--- config.mk ---
export PLATFORM = sky130hd
export DESIGN_NAME = sc_alu_iter
export DESIGN_NICKNAME = d
export VERILOG_FILES = /design/src/rtl/sc_alu_iter.sv
export SDC_FILE = /design/constraint.sdc
export NUM_CORES = 1
export LEC_CHECK = 0
export CAP_MARGIN = 20
export CORE_ASPECT_RATIO = 0.7
export CORE_MARGIN = 2
export CORE_UTILIZATION = 59
export CTS_CLUSTER_SIZE = 28
export DETAILED_ROUTE_END_ITERATION = 10
export PLACE_DENSITY_LB_ADDON = 0.1
export SYNTH_ARGS = -nofsm -noshare
export SYNTH_HDL_FRONTEND = slang
export SYNTH_SLANG_ARGS = --single-unit
--- constraint.sdc ---
create_clock -name SC_AluIter_CLOCK_50 -period 1.05 [get_ports SC_AluIter_CLOCK_50]
set_clock_uncertainty 0.2 [all_clocks]
set_input_delay 0.1575 -clock SC_AluIter_CLOCK_50 [delete_from_list [all_inputs] [get_ports SC_AluIter_CLOCK_50]]
set_output_delay 0.1575 -clock SC_AluIter_CLOCK_50 [all_outputs]
set_load 0.02 [all_outputs]
--- src/rtl/sc_alu_iter.sv ---
// rtl/sc_alu_iter.sv - 32-bit integer execution unit with N/Z/V/C codes and status-register write strobe
// Define SC_ALUITER_MUL_EN to build the 32-cycle shift-add UMULCC path; otherwise opcode E acts as reserved.
module sc_alu_iter (
  input  logic        SC_AluIter_CLOCK_50,
  input  logic        SC_AluIter_RESET_InLow,
  input  logic        SC_AluIter_Start,
  input  logic [3:0]  SC_AluIter_Op,
  input  logic [31:0] SC_AluIter_A,
  input  logic [31:0] SC_AluIter_B,
  input  logic        SC_AluIter_carry_In,
  output logic [31:0] SC_AluIter_Result,
  output logic [31:0] SC_AluIter_ResultHi,
  output logic        SC_AluIter_negativo,
  output logic        SC_AluIter_cero,
  output logic        SC_AluIter_overflow,
  output logic        SC_AluIter_carry,
  output logic        SC_AluIter_PsrWrite_OutLow,
  output logic        SC_AluIter_Done,
  output logic        SC_AluIter_Busy
);
  localparam logic [3:0] OP_ADD   = 4'h0;
  localparam logic [3:0] OP_ADDCC = 4'h1;
  localparam logic [3:0] OP_ADDX  = 4'h2;
  localparam logic [3:0] OP_SUB   = 4'h3;
  localparam logic [3:0] OP_SUBCC = 4'h4;
  localparam logic [3:0] OP_AND   = 4'h5;
  localparam logic [3:0] OP_ANDCC = 4'h6;
  localparam logic [3:0] OP_OR    = 4'h7;
  localparam logic [3:0] OP_ORCC  = 4'h8;
  localparam logic [3:0] OP_XOR   = 4'h9;
  localparam logic [3:0] OP_XORCC = 4'hA;
  localparam logic [3:0] OP_SLL   = 4'hB;
  localparam logic [3:0] OP_SRL   = 4'hC;
  localparam logic [3:0] OP_SRA   = 4'hD;

  typedef enum logic [1:0] {IDLE = 2'd0, MUL = 2'd1, DONE = 2'd2} state_t;
  state_t state;

  logic [32:0] add_sum;
  logic [32:0] sub_dif;
  logic [31:0] alu_res;
  logic        alu_cc;
  logic        alu_v;
  logic        alu_c;

  always_comb begin
    add_sum = {1'b0, SC_AluIter_A} + {1'b0, SC_AluIter_B}
            + {32'd0, (SC_AluIter_Op == OP_ADDX) & SC_AluIter_carry_In};
    sub_dif = {1'b0, SC_AluIter_A} - {1'b0, SC_AluIter_B};
    alu_res = 32'd0;
    alu_cc  = 1'b0;
    alu_v   = 1'b0;
    alu_c   = 1'b0;
    case (SC_AluIter_Op)
      OP_ADD:   alu_res = add_sum[31:0];
      OP_ADDCC, OP_ADDX: begin
        alu_res = add_sum[31:0];
        alu_cc  = 1'b1;
        alu_v   = (SC_AluIter_A[31] == SC_AluIter_B[31]) && (add_sum[31] != SC_AluIter_A[31]);
        alu_c   = add_sum[32];
      end
      OP_SUB:   alu_res = sub_dif[31:0];
      OP_SUBCC: begin
        alu_res = sub_dif[31:0];
        alu_cc  = 1'b1;
        alu_v   = (SC_AluIter_A[31] != SC_AluIter_B[31]) && (sub_dif[31] != SC_AluIter_A[31]);
        alu_c   = sub_dif[32];  // borrow: A < B unsigned
      end
      OP_AND:   alu_res = SC_AluIter_A & SC_AluIter_B;
      OP_ANDCC: begin alu_res = SC_AluIter_A & SC_AluIter_B; alu_cc = 1'b1; end
      OP_OR:    alu_res = SC_AluIter_A | SC_AluIter_B;
      OP_ORCC:  begin alu_res = SC_AluIter_A | SC_AluIter_B; alu_cc = 1'b1; end
      OP_XOR:   alu_res = SC_AluIter_A ^ SC_AluIter_B;
      OP_XORCC: begin alu_res = SC_AluIter_A ^ SC_AluIter_B; alu_cc = 1'b1; end
      OP_SLL:   alu_res = SC_AluIter_A << SC_AluIter_B[4:0];
      OP_SRL:   alu_res = SC_AluIter_A >> SC_AluIter_B[4:0];
      OP_SRA:   alu_res = $unsigned($signed(SC_AluIter_A) >>> SC_AluIter_B[4:0]);
      default:  alu_res = 32'd0;
    endcase
  end

`ifdef SC_ALUITER_MUL_EN
  localparam logic [3:0] OP_UMULCC = 4'hE;

  logic [63:0] mul_acc;
  logic [31:0] mul_a;
  logic [4:0]  mul_cnt;
  logic [32:0] mul_psum;
  logic [63:0] mul_next;

  // Upper word accumulates the multiplicand; lower word shifts out multiplier bits LSB first.
  always_comb begin
    mul_psum = {1'b0, mul_acc[63:32]} + (mul_acc[0] ? {1'b0, mul_a} : 33'd0);
    mul_next = {mul_psum, mul_acc[31:1]};
  end
`else
  assign SC_AluIter_Busy = 1'b0;
`endif

  always_ff @(posedge SC_AluIter_CLOCK_50 or negedge SC_AluIter_RESET_InLow) begin
    if (!SC_AluIter_RESET_InLow) begin
      state                      <= IDLE;
      SC_AluIter_Result          <= 32'd0;
      SC_AluIter_ResultHi        <= 32'd0;
      SC_AluIter_negativo        <= 1'b0;
      SC_AluIter_cero            <= 1'b0;
      SC_AluIter_overflow        <= 1'b0;
      SC_AluIter_carry           <= 1'b0;
      SC_AluIter_PsrWrite_OutLow <= 1'b1;
      SC_AluIter_Done            <= 1'b0;
`ifdef SC_ALUITER_MUL_EN
      SC_AluIter_Busy            <= 1'b0;
      mul_acc                    <= 64'd0;
      mul_a                      <= 32'd0;
      mul_cnt                    <= 5'd0;
`endif
    end else begin
      SC_AluIter_Done            <= 1'b0;
      SC_AluIter_PsrWrite_OutLow <= 1'b1;
      case (state)
`ifdef SC_ALUITER_MUL_EN
        MUL: begin
          mul_acc <= mul_next;
          mul_cnt <= mul_cnt + 5'd1;
          if (mul_cnt == 5'd31) begin
            state                      <= DONE;
            SC_AluIter_Busy            <= 1'b0;
            SC_AluIter_Done            <= 1'b1;
            SC_AluIter_PsrWrite_OutLow <= 1'b0;
            SC_AluIter_Result          <= mul_next[31:0];
            SC_AluIter_ResultHi        <= mul_next[63:32];
            SC_AluIter_negativo        <= mul_next[31];
            SC_AluIter_cero            <= (mul_next[31:0] == 32'd0);
            SC_AluIter_overflow        <= 1'b0;
            SC_AluIter_carry           <= 1'b0;
          end
        end
`endif
        default: begin
          if (SC_AluIter_Start) begin
`ifdef SC_ALUITER_MUL_EN
            if (SC_AluIter_Op == OP_UMULCC) begin
              state           <= MUL;
              SC_AluIter_Busy <= 1'b1;
              mul_cnt         <= 5'd0;
              mul_acc         <= {32'd0, SC_AluIter_B};
              mul_a           <= SC_AluIter_A;
            end else
`endif
            begin
              state               <= DONE;
              SC_AluIter_Done     <= 1'b1;
              SC_AluIter_Result   <= alu_res;
              SC_AluIter_ResultHi <= 32'd0;
              if (alu_cc) begin
                SC_AluIter_PsrWrite_OutLow <= 1'b0;
                SC_AluIter_negativo        <= alu_res[31];
                SC_AluIter_cero            <= (alu_res == 32'd0);
                SC_AluIter_overflow        <= alu_v;
                SC_AluIter_carry           <= alu_c;
              end
            end
          end else begin
            state <= IDLE;
          end
        end
      endcase
    end
  end
endmodule

==> results of run 1 <==
## per-stage QoR
step	setup TNS, ns	utilization (%)	hold slack (ns)	instances	area [µm²]
after floorplan	-66.35	-	-0.338	1673	12300
after global placement	-102.65	87.2	-0.0695	2468	17100
after detailed placement	-107.37	87.2	-0.0639	2468	17100
## logic make-up after synthesis
| logic type | count (synthesis) | share of synthesized area, % |
|---|---|---|
| AND/OR/NAND/NOR | 547 | 22.6 |
| AO/OA/AOI/OAI | 526 | 30.4 |
| buffers and inverters | 262 | 9.78 |
| multiplexers | 148 | 16.7 |
| adder cells (fa/ha/maj) | 100 | 10.9 |
| flip-flops | 38 | 8.14 |
| XOR/XNOR | 19 | 1.42 |
| other | 1 | 0.0321 |
## cell usage after synthesis (15+ instances only)
cell type	n	area, µm²
nor2_1	159	597
nand2_1	149	559
a21oi_1	144	721
clkbuf_1	99	372
ha_1	97	1210
inv_1	92	345
mux2i_1	67	671
o21ai_0	65	325
nand3_1	42	210
dfrtp_1	37	926
buf_4	35	263
nor3_1	35	175
mux4_2	32	721
a211oi_1	30	225
mux2_2	29	327
nand4_1	25	156
o22ai_1	25	156
nor4_1	23	144
o211ai_1	22	165
nor2b_1	21	131
a22oi_1	19	143
a31oi_1	18	113
mux2_1	18	203
buf_2	17	85.1
nand2b_1	17	106
xnor2_1	17	149
a21o_1	15	113
o21ai_1	15	75.1
==> impl_results.md, run 1 <==
- YS warnings: 0
- Halt point of the flow: 4_1_cts
- Seq/Total Area, Yosys: 8.14%
- I/O pins: 143
- Routability cong.: 1.25
- Synth Cell Area: 11700 µm²
- Die Ht: 122 µm
- Synthesized instance count: roughly 1600
- Die width: 172 µm
- CTS HTree Levels: 2
- Status: aborted with a tool error
- #FFs+latches synth: 38
- Clock tree sinks: 38
- Clk Tree Root Cell: clkbuf_16
- Post-synth EDFFs: 0
- Synth Flop Type: dfrtp_1
- CTS Buffer Depth: 2
- Initial Util: 59.6%
- Asr flop ratio synth: between 90% and 100%
- Cts hold-fix bufs: 1
- CTS buffer count: 5
- Number of buffers added on ports: ~110
- Row cnt: between 40 and 50
- Count of cell types in the netlist: 89
- # resized after CTS: 719
- DP Wirelength: 48900 µm
- Syn avg cell area: 7.13 µm²
- Pre-CTS setup slack: -3.48 ns
- # Post-CTS Setup Buffers: slightly above 90
- Stop err: [ERROR DPL-0033] detailed placement checks failed during check placement.
==> run 2, diff against run 1 <==
- CORE_ASPECT_RATIO: 0.7 -> default
- CORE_UTILIZATION: 59 -> 40
- CTS_CLUSTER_SIZE: 28 -> default
- PLACE_DENSITY_LB_ADDON: 0.1 -> 0.15
==> impl_results.md, run 2 <==
- Crit share post-route: 356%
- Commonest non-fill, non-tap cells in the layout: buf_4, nor2_1, nand2_1
- #FFs+latches synth: 38
- Relative slew slack: a little under two fifths
- Residual DRC count: 0
- Final setup viols: 75
- Synth top area share: around 10%
- Biggest register: SC_AluIter_Result
- Placed cell count: about 2600
- Die Ht: 175 µm
- Clk Tree Root Cell: clkbuf_16
- Post-Route WL: 68400 µm
- Slowest cell on crit path: mux4_2
- Drt via density: 6.20
- RSZ-0062 raised after global routing: true
- Synth top cells by count: nor2_1, nand2_1, a21oi_1, clkbuf_1, ha_1
- Post-synth EDFFs: 0
- Final Hold Fails: 0
- Vias in the first global route: 16600
- I/O pins: 143
- DP Wirelength: 52800 µm
- Critical Path RT: 1.06 ns
- Seq/Total Area, Yosys: 8.14%
- First-pass GRT wire length: 100000 µm
- Least-Margin Pin Slew: 0.925 ns
- CTS Buffer Depth: 2
- Area leader, netlist: ha_1
- Layout cells sized above 1: approximately 50%
- CP Max Fanout: 5
- Commonest non-fill, non-tap cell in the layout: buf_4
- Leakage: 9.38 nW
- Power Density: 802 nW/µm²
- Status: finished, violations left
- Min Tclk post-route: about 3.7 ns
- Max reg flops: 32
- Crit-path cells: buf_12, buf_12, mux2_4, mux4_2, mux2_4, a2111oi_4, nand2_1, or4_4, nor4_4, buf_4, nand4_1, nor4_2, buf_4, nand4_1, o21ai_1
- RR Startpoint: SC_AluIter_Result[19]
- Sum of negative setup slack: -74.70 ns
- Failing checks: setup timing
- Core Box Area: 28800 µm²
- Worst setup path class: primary input to flop
- Synth Flop Type: dfrtp_1
- Critical Path Start: SC_AluIter_B[2]
- Max stage delay on crit path: 0.54 ns
- Fmax achieved: 267 MHz
- Syn avg cell area: approximately 7.1 µm²
- YS warnings: 0
- Max_cap viols: 0
- CTS tree: yes
- Top post-synthesis cells by area: ha_1, dfrtp_1, a21oi_1
- CP startpoint kind: primary input
- Final Non-Filler Cells: 2750
- CTS HTree Levels: 2
- Final net count: 2536
- Fin worst setup slack: -2.69 ns
- CTS buffer count: 5
- Pwr Total: approximately 17 mW
- Asr flop ratio synth: 100%
- Synthesized instance count: ~1600
- Routability cong.: 1.08
- Most frequent cell after synthesis: nor2_1
- Die width: 175 µm
- Mean routed wirelength per cell: around 25 µm
- Hold slack: 0.0356 ns
- Number of buffers added on ports: 109
- Synth Cell Area: 11700 µm²
- Count of cell types in the netlist: 89
- Final Slew Violations: 0
- Critical path endpoint category: flop
- Row cnt: 62
- Antenna viol nets, final: 0
- Initial Util: between 40% and 50%
- Die ar.: around 31000 µm²
- Initial antenna violation count: 3
- TritonRoute pass-1 iters: 8
- Worst Path Arrival: approximately 3.8 ns
- GRT overflow: 0
- Clock latency at the later pin of the worst-skew pair: between 0.2 and 0.3 ns
- Via count: ~17000
- Clk slew on worst S/H paths: roughly 0.060 ns
- GR Util All Layers: 42.6%
- Largest net degree at the start of global routing: 54
- Worst Hold Class: primary input to asynchronous set/reset pin
- Drt first-iter violations: between 2000 and 2500
- P&R area growth vs syn: 76.4%
- Peak supply drop: between 900 and 1000 µV
- Clock tree sinks: 38
[run 2: logic make-up (layout without fill, tap and decap cells)]
group                    after synthesis  count (layout)  synth area share, %
multiplexers                         148             148                 16.7
buffers and inverters                262             954                 9.78
adder cells (fa/ha/maj)              100             100                 10.9
XOR/XNOR                              19              19                 1.42
other                                  1              34               0.0321
AND/OR/NAND/NOR                      547             547                 22.6
AO/OA/AOI/OAI                        526             526                 30.4
flip-flops                            38              38                 8.14
[run 2: timing repair]
action / CTS / global route
hold buffers: 1 / 0
gates resized for setup: 681 / 122
pin swaps: 109 / 75
gates cloned: 1 / 1
buffers inserted: 87 / 30
endpoints found under the setup margin: 75 / 75
hold endpoints to repair: 38 / 0
[run 2: critical path: cells and delay by family]
kind,cells,cell delay (ns)
mux,3,1.18
simple gates,6,1.35
compound gates,2,0.49
buf+inv,4,0.57
[run 2: worst paths after layout]
| check | cells past startpoint | endpoint | slack, ns |
|---|---|---|---|
| worst max register to register | 2 | SC_AluIter_Result[19] | -0.07 |
| worst min-delay path | 2 | SC_AluIter_carry | 0.04 |
| max in group asynchronous | 3 | SC_AluIter_Result[8] | 0.18 |
| worst max-delay path | 15 | SC_AluIter_cero | -2.69 |
| worst min register to register | 2 | SC_AluIter_negativo | 0.32 |
| min in group SC_AluIter_CLOCK_50 | 3 | SC_AluIter_PsrWrite_OutLow | 0.13 |
[run 2: area by class of cell]
cell class / count / area (µm²)
Antenna cell: 1 / 2.50
Clock buffer: 5 / 125
Clock inverter: 3 / 68.8
Fill cell: 2342 / 8150
Inverter: 96 / 389
Multi-Input combinational cell: 1373 / 11500
Sequential cell: 38 / 952
Tap cell: 384 / 480
Timing Repair Buffer: 850 / 7110
[run 2: metrics by stage]
step,worst slack [ns],area (µm²),utilization (%)
2_1_floorplan,-2.57,12300,-
3_3_place_gp,-3.40,17600,61.3
3_5_place_dp,-3.44,17600,61.3
4_1_cts,-2.60,19900,69.2
5_1_grt,-2.94,20600,71.7
6_report,-2.69,20600,71.7
[run 2: power by group]
group	switching, mW	internal [mW]	total [mW]
clock network	0.651	1.37	2.02
logic	6.48	6.10	12.6
registers	0.201	1.74	1.94
[run 2: layer usage]
metal | routed length [µm] | track usage [%] | up-vias | share of wire [%]
met5 | 0 | 0 | - | 0
met4 | 4700 | 22.6 | 0 | 6.9
met3 | 7480 | 9.57 | 252 | 11
met2 | 29700 | 67.1 | 1157 | 43
met1 | 26500 | 54.3 | 8130 | 39
li1 | - | - | 7515 | -
No activity file was read; power rests on OpenSTA's default activity.
